### src/rtl/vram_sketch_painter_pkg.sv
// Shared types for the sketch painter: display colour, touch event, painter FSM states.
// Latency: n/a (types and constants only).
// Backpressure: n/a.
package vram_sketch_painter_pkg;

    // RGB565 pixel as consumed by the ILI9341 controller.
    typedef logic [15:0] ILI9341_color_t;
    localparam ILI9341_color_t BLACK = 16'h0000;

    // Touch event from the FT6206 front end (panel coordinates).
    typedef struct packed {
        logic       valid;
        logic [9:0] x;
        logic [9:0] y;
    } touch_t;

    // Brush origin can sit left of / above the panel, so it is carried signed.
    localparam int COORD_W = 11;

    typedef enum logic [1:0] {
        S_CLEAR = 2'd0,
        S_IDLE  = 2'd1,
        S_PAINT = 2'd2
    } painter_state_t;

endpackage

### src/rtl/vram_sketch_painter_edge_detector.sv
// Rising-edge detector with enable: rise = din & ~din_q, din_q samples only when ena is high.
// Latency: rise is combinational from din; the history register updates one cycle later.
// Backpressure: ena low freezes the history, so an edge arriving while stalled is reported later.
// Ports: clk, rst (sync, active high), ena, din -> rise.
module edge_detector (
    input  logic clk,
    input  logic rst,
    input  logic ena,
    input  logic din,
    output logic rise
);

    logic din_q;
    logic din_d;

    always_comb begin
        din_d = din_q;
        if (ena) begin
            din_d = din;
        end
    end

    always_ff @(posedge clk) begin
        if (rst) begin
            din_q <= 1'b0;
        end else begin
            din_q <= din_d;
        end
    end

    assign rise = din & ~din_q;

endmodule

### src/rtl/vram_sketch_painter.sv
// Owns the VRAM write port: full-frame clear after reset / clear press, square brush stamp per touch.
// Latency: first stamp write in the cycle after the touch is accepted; one pixel per enabled cycle.
// Backpressure: ena low holds all state and suppresses writes; busy high while clearing or stamping.
// Ports: clk, rst (sync, active high), ena, touch, clear (level), brush_color
//        -> vram_wr_ena, vram_wr_addr, vram_wr_data, busy.
module vram_sketch_painter
    import vram_sketch_painter_pkg::*;
#(
    parameter int             DISPLAY_WIDTH  = 240,
    parameter int             DISPLAY_HEIGHT = 320,
    parameter int             BRUSH_SIZE     = 4,
    parameter ILI9341_color_t CLEAR_COLOR    = BLACK,
    localparam int            VRAM_L         = DISPLAY_WIDTH * DISPLAY_HEIGHT,
    localparam int            AW             = $clog2(VRAM_L)
) (
    input  logic           clk,
    input  logic           rst,
    input  logic           ena,
    input  touch_t         touch,
    input  logic           clear,
    input  ILI9341_color_t brush_color,
    output logic           vram_wr_ena,
    output logic [AW-1:0]  vram_wr_addr,
    output ILI9341_color_t vram_wr_data,
    output logic           busy
);

    localparam int               BW        = (BRUSH_SIZE > 1) ? $clog2(BRUSH_SIZE) : 1;
    localparam logic [AW-1:0]    LAST_ADDR = AW'(VRAM_L - 1);
    localparam logic [AW-1:0]    ROW_STEP  = AW'(DISPLAY_WIDTH);
    localparam logic [BW-1:0]    D_LAST    = BW'(BRUSH_SIZE - 1);
    localparam logic [COORD_W-1:0] HALF    = COORD_W'(BRUSH_SIZE / 2);

    painter_state_t             state_q,    state_d;
    logic [AW-1:0]              cnt_q,      cnt_d;
    logic signed [COORD_W-1:0]  x0_q,       x0_d;
    logic signed [COORD_W-1:0]  y0_q,       y0_d;
    logic [BW-1:0]              dx_q,       dx_d;
    logic [BW-1:0]              dy_q,       dy_d;
    logic [AW-1:0]              row_base_q, row_base_d;
    ILI9341_color_t             color_q,    color_d;

    logic                       clear_rise;
    logic signed [COORD_W-1:0]  px;
    logic signed [COORD_W-1:0]  py;
    logic                       in_range;
    logic [AW-1:0]              pix_addr;

    edge_detector u_clear_edge (
        .clk  (clk),
        .rst  (rst),
        .ena  (ena),
        .din  (clear),
        .rise (clear_rise)
    );

    // Current brush pixel. The row base is kept modulo 2^AW: it may be "negative" or
    // oversized for clipped rows, but whenever the pixel is on-panel the wrapped sum
    // equals the true address, which is all a write needs.
    always_comb begin
        px       = x0_q + signed'(COORD_W'(dx_q));
        py       = y0_q + signed'(COORD_W'(dy_q));
        in_range = !px[COORD_W-1] && ($unsigned(px) < COORD_W'(DISPLAY_WIDTH)) &&
                   !py[COORD_W-1] && ($unsigned(py) < COORD_W'(DISPLAY_HEIGHT));
        pix_addr = row_base_q + AW'($unsigned(px));
    end

    // Write port is driven from registered state only (plus the ena gate).
    always_comb begin
        vram_wr_ena  = 1'b0;
        vram_wr_addr = cnt_q;
        vram_wr_data = CLEAR_COLOR;
        busy         = 1'b1;
        case (state_q)
            S_CLEAR: vram_wr_ena = ena;
            S_IDLE:  busy        = 1'b0;
            S_PAINT: begin
                vram_wr_ena  = ena && in_range;
                vram_wr_addr = pix_addr;
                vram_wr_data = color_q;
            end
            default: vram_wr_ena = 1'b0;
        endcase
    end

    always_comb begin
        state_d    = state_q;
        cnt_d      = cnt_q;
        x0_d       = x0_q;
        y0_d       = y0_q;
        dx_d       = dx_q;
        dy_d       = dy_q;
        row_base_d = row_base_q;
        color_d    = color_q;
        case (state_q)
            S_CLEAR: begin
                // Clear edges are ignored here: a clear never restarts itself.
                if (ena) begin
                    if (cnt_q == LAST_ADDR) begin
                        state_d = S_IDLE;
                        cnt_d   = '0;
                    end else begin
                        cnt_d = cnt_q + 1'b1;
                    end
                end
            end
            S_IDLE: begin
                if (ena) begin
                    if (clear_rise) begin
                        state_d = S_CLEAR;
                        cnt_d   = '0;
                    end else if (touch.valid) begin
                        state_d    = S_PAINT;
                        x0_d       = signed'({1'b0, touch.x} - HALF);
                        y0_d       = signed'({1'b0, touch.y} - HALF);
                        dx_d       = '0;
                        dy_d       = '0;
                        // One constant-coefficient product per stamp; rows after
                        // the first are reached by adding the row pitch.
                        row_base_d = AW'(int'(y0_d) * DISPLAY_WIDTH);
                        color_d    = brush_color;
                    end
                end
            end
            S_PAINT: begin
                if (ena) begin
                    if (clear_rise) begin
                        // This cycle's pixel is still written; the clear starts next cycle.
                        state_d = S_CLEAR;
                        cnt_d   = '0;
                    end else if (dx_q == D_LAST) begin
                        dx_d = '0;
                        if (dy_q == D_LAST) begin
                            state_d = S_IDLE;
                        end else begin
                            dy_d       = dy_q + 1'b1;
                            row_base_d = row_base_q + ROW_STEP;
                        end
                    end else begin
                        dx_d = dx_q + 1'b1;
                    end
                end
            end
            default: begin
                state_d = S_CLEAR;
                cnt_d   = '0;
            end
        endcase
    end

    always_ff @(posedge clk) begin
        if (rst) begin
            state_q    <= S_CLEAR;
            cnt_q      <= '0;
            x0_q       <= '0;
            y0_q       <= '0;
            dx_q       <= '0;
            dy_q       <= '0;
            row_base_q <= '0;
            color_q    <= CLEAR_COLOR;
        end else begin
            state_q    <= state_d;
            cnt_q      <= cnt_d;
            x0_q       <= x0_d;
            y0_q       <= y0_d;
            dx_q       <= dx_d;
            dy_q       <= dy_d;
            row_base_q <= row_base_d;
            color_q    <= color_d;
        end
    end

endmodule

### config.mk
export PLATFORM = sky130hd
export DESIGN_NAME = vram_sketch_painter
export DESIGN_NICKNAME = d
export VERILOG_FILES = /design/src/rtl/vram_sketch_painter_pkg.sv /design/src/rtl/vram_sketch_painter_edge_detector.sv /design/src/rtl/vram_sketch_painter.sv
export SDC_FILE = /design/constraint.sdc
export NUM_CORES = 1
export LEC_CHECK = 0
export BUFFER_PORTS_ARGS = -buffer_cell sky130_fd_sc_hd__clkbuf_2
export CORE_ASPECT_RATIO = 1.2
export CORE_MARGIN = 10
export CORE_UTILIZATION = 40
export CTS_CLUSTER_DIAMETER = 150
export DETAILED_ROUTE_END_ITERATION = 6
export SETUP_SLACK_MARGIN = 0.05
export SYNTH_ARGS = -nofsm -noshare
export SYNTH_HDL_FRONTEND = slang
export SYNTH_SLANG_ARGS = --single-unit
### constraint.sdc
create_clock -name clk -period 5.3 [get_ports clk]
set_input_delay 0.53 -clock clk [delete_from_list [all_inputs] [get_ports clk]]
set_output_delay 0.53 -clock clk [all_outputs]
set_load 0.01 [all_outputs]
==> metrics.txt <==
slowest CP cell fa_1; crit path kind in -> reg; global-route wire length before repair 26000 um; First-pass DRT Iterations 4; most frequent cells in the layout nand2_1, dfxtp_1, clkbuf_2; RSZ-0062 raised after global routing no; number of global-route vias before repair 5249; Routed WL 15700 um; CTS Sinks 75; Placer Congestion 0.863; cell count after synthesis 753; Skew-Pair Late Insertion Delay 0.34 ns; leading area contributor after synthesis dfxtp_1; largest net degree at the start of global routing 79; grt total ovfl 0; P&R area growth vs syn 14.3%; WHS slightly above 0.4 ns; Max-Cap Viols 0; FF-to-FF Start state_q[0]; Final min period 4.56 ns; fin nets 910; ranking of synthesized cells by area dfxtp_1, ha_1, fa_1; sequential-to-total area share from yosys stat between 20% and 30%; CP Buf/Inv Count 4; Post-DP Area 6450 sq um; # fillers approximately 1500; Inserted Clock Buffers 9; #FFs+latches synth 75; DR WL/cell roughly 15 um; GRT Resource Usage Total around 16%; overall power 1.75 mW; crit end category register; initial antenna violation count 0; post-route ant nets 0; Design Area, Final 6760 sq um; Mapped Area 5910 sq um; Fin Setup TNS 0 ns; commonest non-fill, non-tap cell in the layout nand2_1; die width 131 um; Hold Crit Start brush_color[15]; Worst Max-Slew Pin Slew roughly 0.99 ns; WHS Endpoint color_q[15]; number of synthesis warnings 0; fmax 219 MHz; Main synth FF type dfxtp_1; register clock-pin slew on the reported worst setup and hold paths ~0.060 ns; CP arrival 4.82 ns; routed vias 5538; Distinct cells, synth 66; Final period util 86.1%; Root Buffer Master clkbuf_16; Worst Reg-to-Reg Cells 7; Initial Utilization 40.9%; Worst Hold Class in -> reg; hold bufs inserted after CTS 0; critical path's top delay family adder cells; total setup buffers inserted after CTS 0; Die H 153 um; Slew HR 33.5%; CP required 5.56 ns; post-CTS sizing 0; CP Cell Sequence clkbuf_2 -> inv_1 -> ha_1 -> nor3b_1 -> nor3b_1 -> xor2_1 -> ha_1 -> fa_1 -> inv_1 -> fa_1 -> inv_1 -> ha_1 -> o21ai_0 -> o21ai_0 -> o221a_2 -> nand2b_1 -> o211ai_1; final setup vio count 0; Leak 2.73 nW; outcome finished, final reports clean; Worst R2R End row_base_q[11]; DR vias/cell around 5.5; H-tree depth 3; Pins Over Slew Limit 0; Power Density 259 nW/um^2; R2R Setup Slk 2.38 ns; critical path depth in cells 17; syn_nets 854; maximum VDD drop 0.120 mV; floorplan core area 14500 sq um; Final Hold Vio Count 0; Layout Utilization between 40% and 50%; multi-input logic area between 4000 and 5000 sq um; startpoint types input port; share of cells above drive strength 1 between 10 and 15%; # diodes 0; Rows 48; Max clock buf depth 2; asr flop ratio synth 0%; Clock Skews 0.00825 ns; Ports between 70 and 80; DRC Markers 0; Syn Area/Cell 7.85 sq um; number of synthesized flops with an enable pin 0; Port Buffer Count between 70 and 80; worst stage delay on the critical path 0.51 ns; crit path max fanout 5; Post-DP HPWL around 12000 um; Yosys top cell area share 25.4%; drt first-iter violations approximately 280; Die ar. 20100 sq um; WHS Path Cells 3; register area ~1500 sq um; CTS tree built
==> routing by layer <==
metal  track usage, %  part of all wire (%)
met1             20.3                    45
met2             26.1                    50
met3             3.11                   3.7
met4             4.08                   1.3
met5                0                     0
==> synthesized netlist by cell type, types with 8 or more instances <==
master,count
xor2_1,26
nor3_1,18
o211ai_1,9
nand2_1,78
a21oi_1,52
o21ai_0,23
a31oi_1,9
ha_1,44
and3_1,8
fa_1,16
clkbuf_1,26
o31ai_1,10
and2_1,19
nand3_1,27
a211oi_1,23
inv_1,63
dfxtp_1,75
or4_1,8
or3_1,9
nand4_1,13
xnor2_1,23
nor2_1,64
==> kinds of logic after synthesis <==
group | Yosys count | share of synthesized area (%)
muxes | 9 | 1.65
xor gates and xnor gates | 49 | 7.26
other | 1 | 0.0634
DFF | 75 | 25.4
AOI/OAI and AO/OA | 182 | 21.1
buffers and inverters | 98 | 6.33
and+or+nand+nor | 279 | 23.5
adders and majority gates | 60 | 14.7
==> stage by stage <==
stage	worst slack [ns]	std cells
floorplan	0.948	753
global placement	0.556	998
detailed placement	0.393	998
CTS	0.727	1014
global route	0.366	1014
finish	0.738	1014
==> flip-flops by register name, summed over array words and instances (netlist names) <==
| signal | count |
|---|---|
| u_clear_edge.din_q | 1 |
| y0_q | 11 |
| state_q | 2 |
| color_q | 16 |
| row_base_q | 13 |
| cnt_q | 17 |
| dx_q | 2 |
| dy_q | 2 |
| x0_q | 11 |
==> report_power, final <==
part	internal (mW)	switching (mW)	total (mW)	leakage (nW)
Clock	0.392	0.246	0.638	0.152
Sequential	0.566	0.00213	0.568	0.604
Combinational	0.235	0.311	0.546	1.98
Total	1.19	0.559	1.75	2.73
==> tightest hold or removal path: cells and delay by family <==
| family | cells | cell delay, ns |
|---|---|---|
| buffers and inverters | 1 | 0.08 |
| AO/OA/AOI/OAI | 1 | 0.05 |
| AND/OR/NAND/NOR | 1 | 0.04 |
==> worst max path at each step <==
| stage | startpoint | endpoint | slack [ns] |
|---|---|---|---|
| after detailed placement | touch[1] | row_base_q[16] | 0.39 |
| after CTS | touch[1] | row_base_q[16] | 0.73 |
| final | touch[1] | row_base_q[16] | 0.74 |
| after floorplan | touch[1] | row_base_q[16] | 0.95 |
| after global placement | touch[1] | row_base_q[16] | 0.56 |
| after global routing | touch[1] | row_base_q[16] | 0.37 |
==> layout make-up <==
type	instances	share of cell area, %
Multi-Input combinational cell	580	59.9
Sequential cell	75	22.2
Timing Repair Buffer	80	6.11
Clock buffer	11	3.74
Tap cell	200	3.70
Inverter	63	3.50
Clock inverter	5	0.888
(Power assumes the default switching activity.)
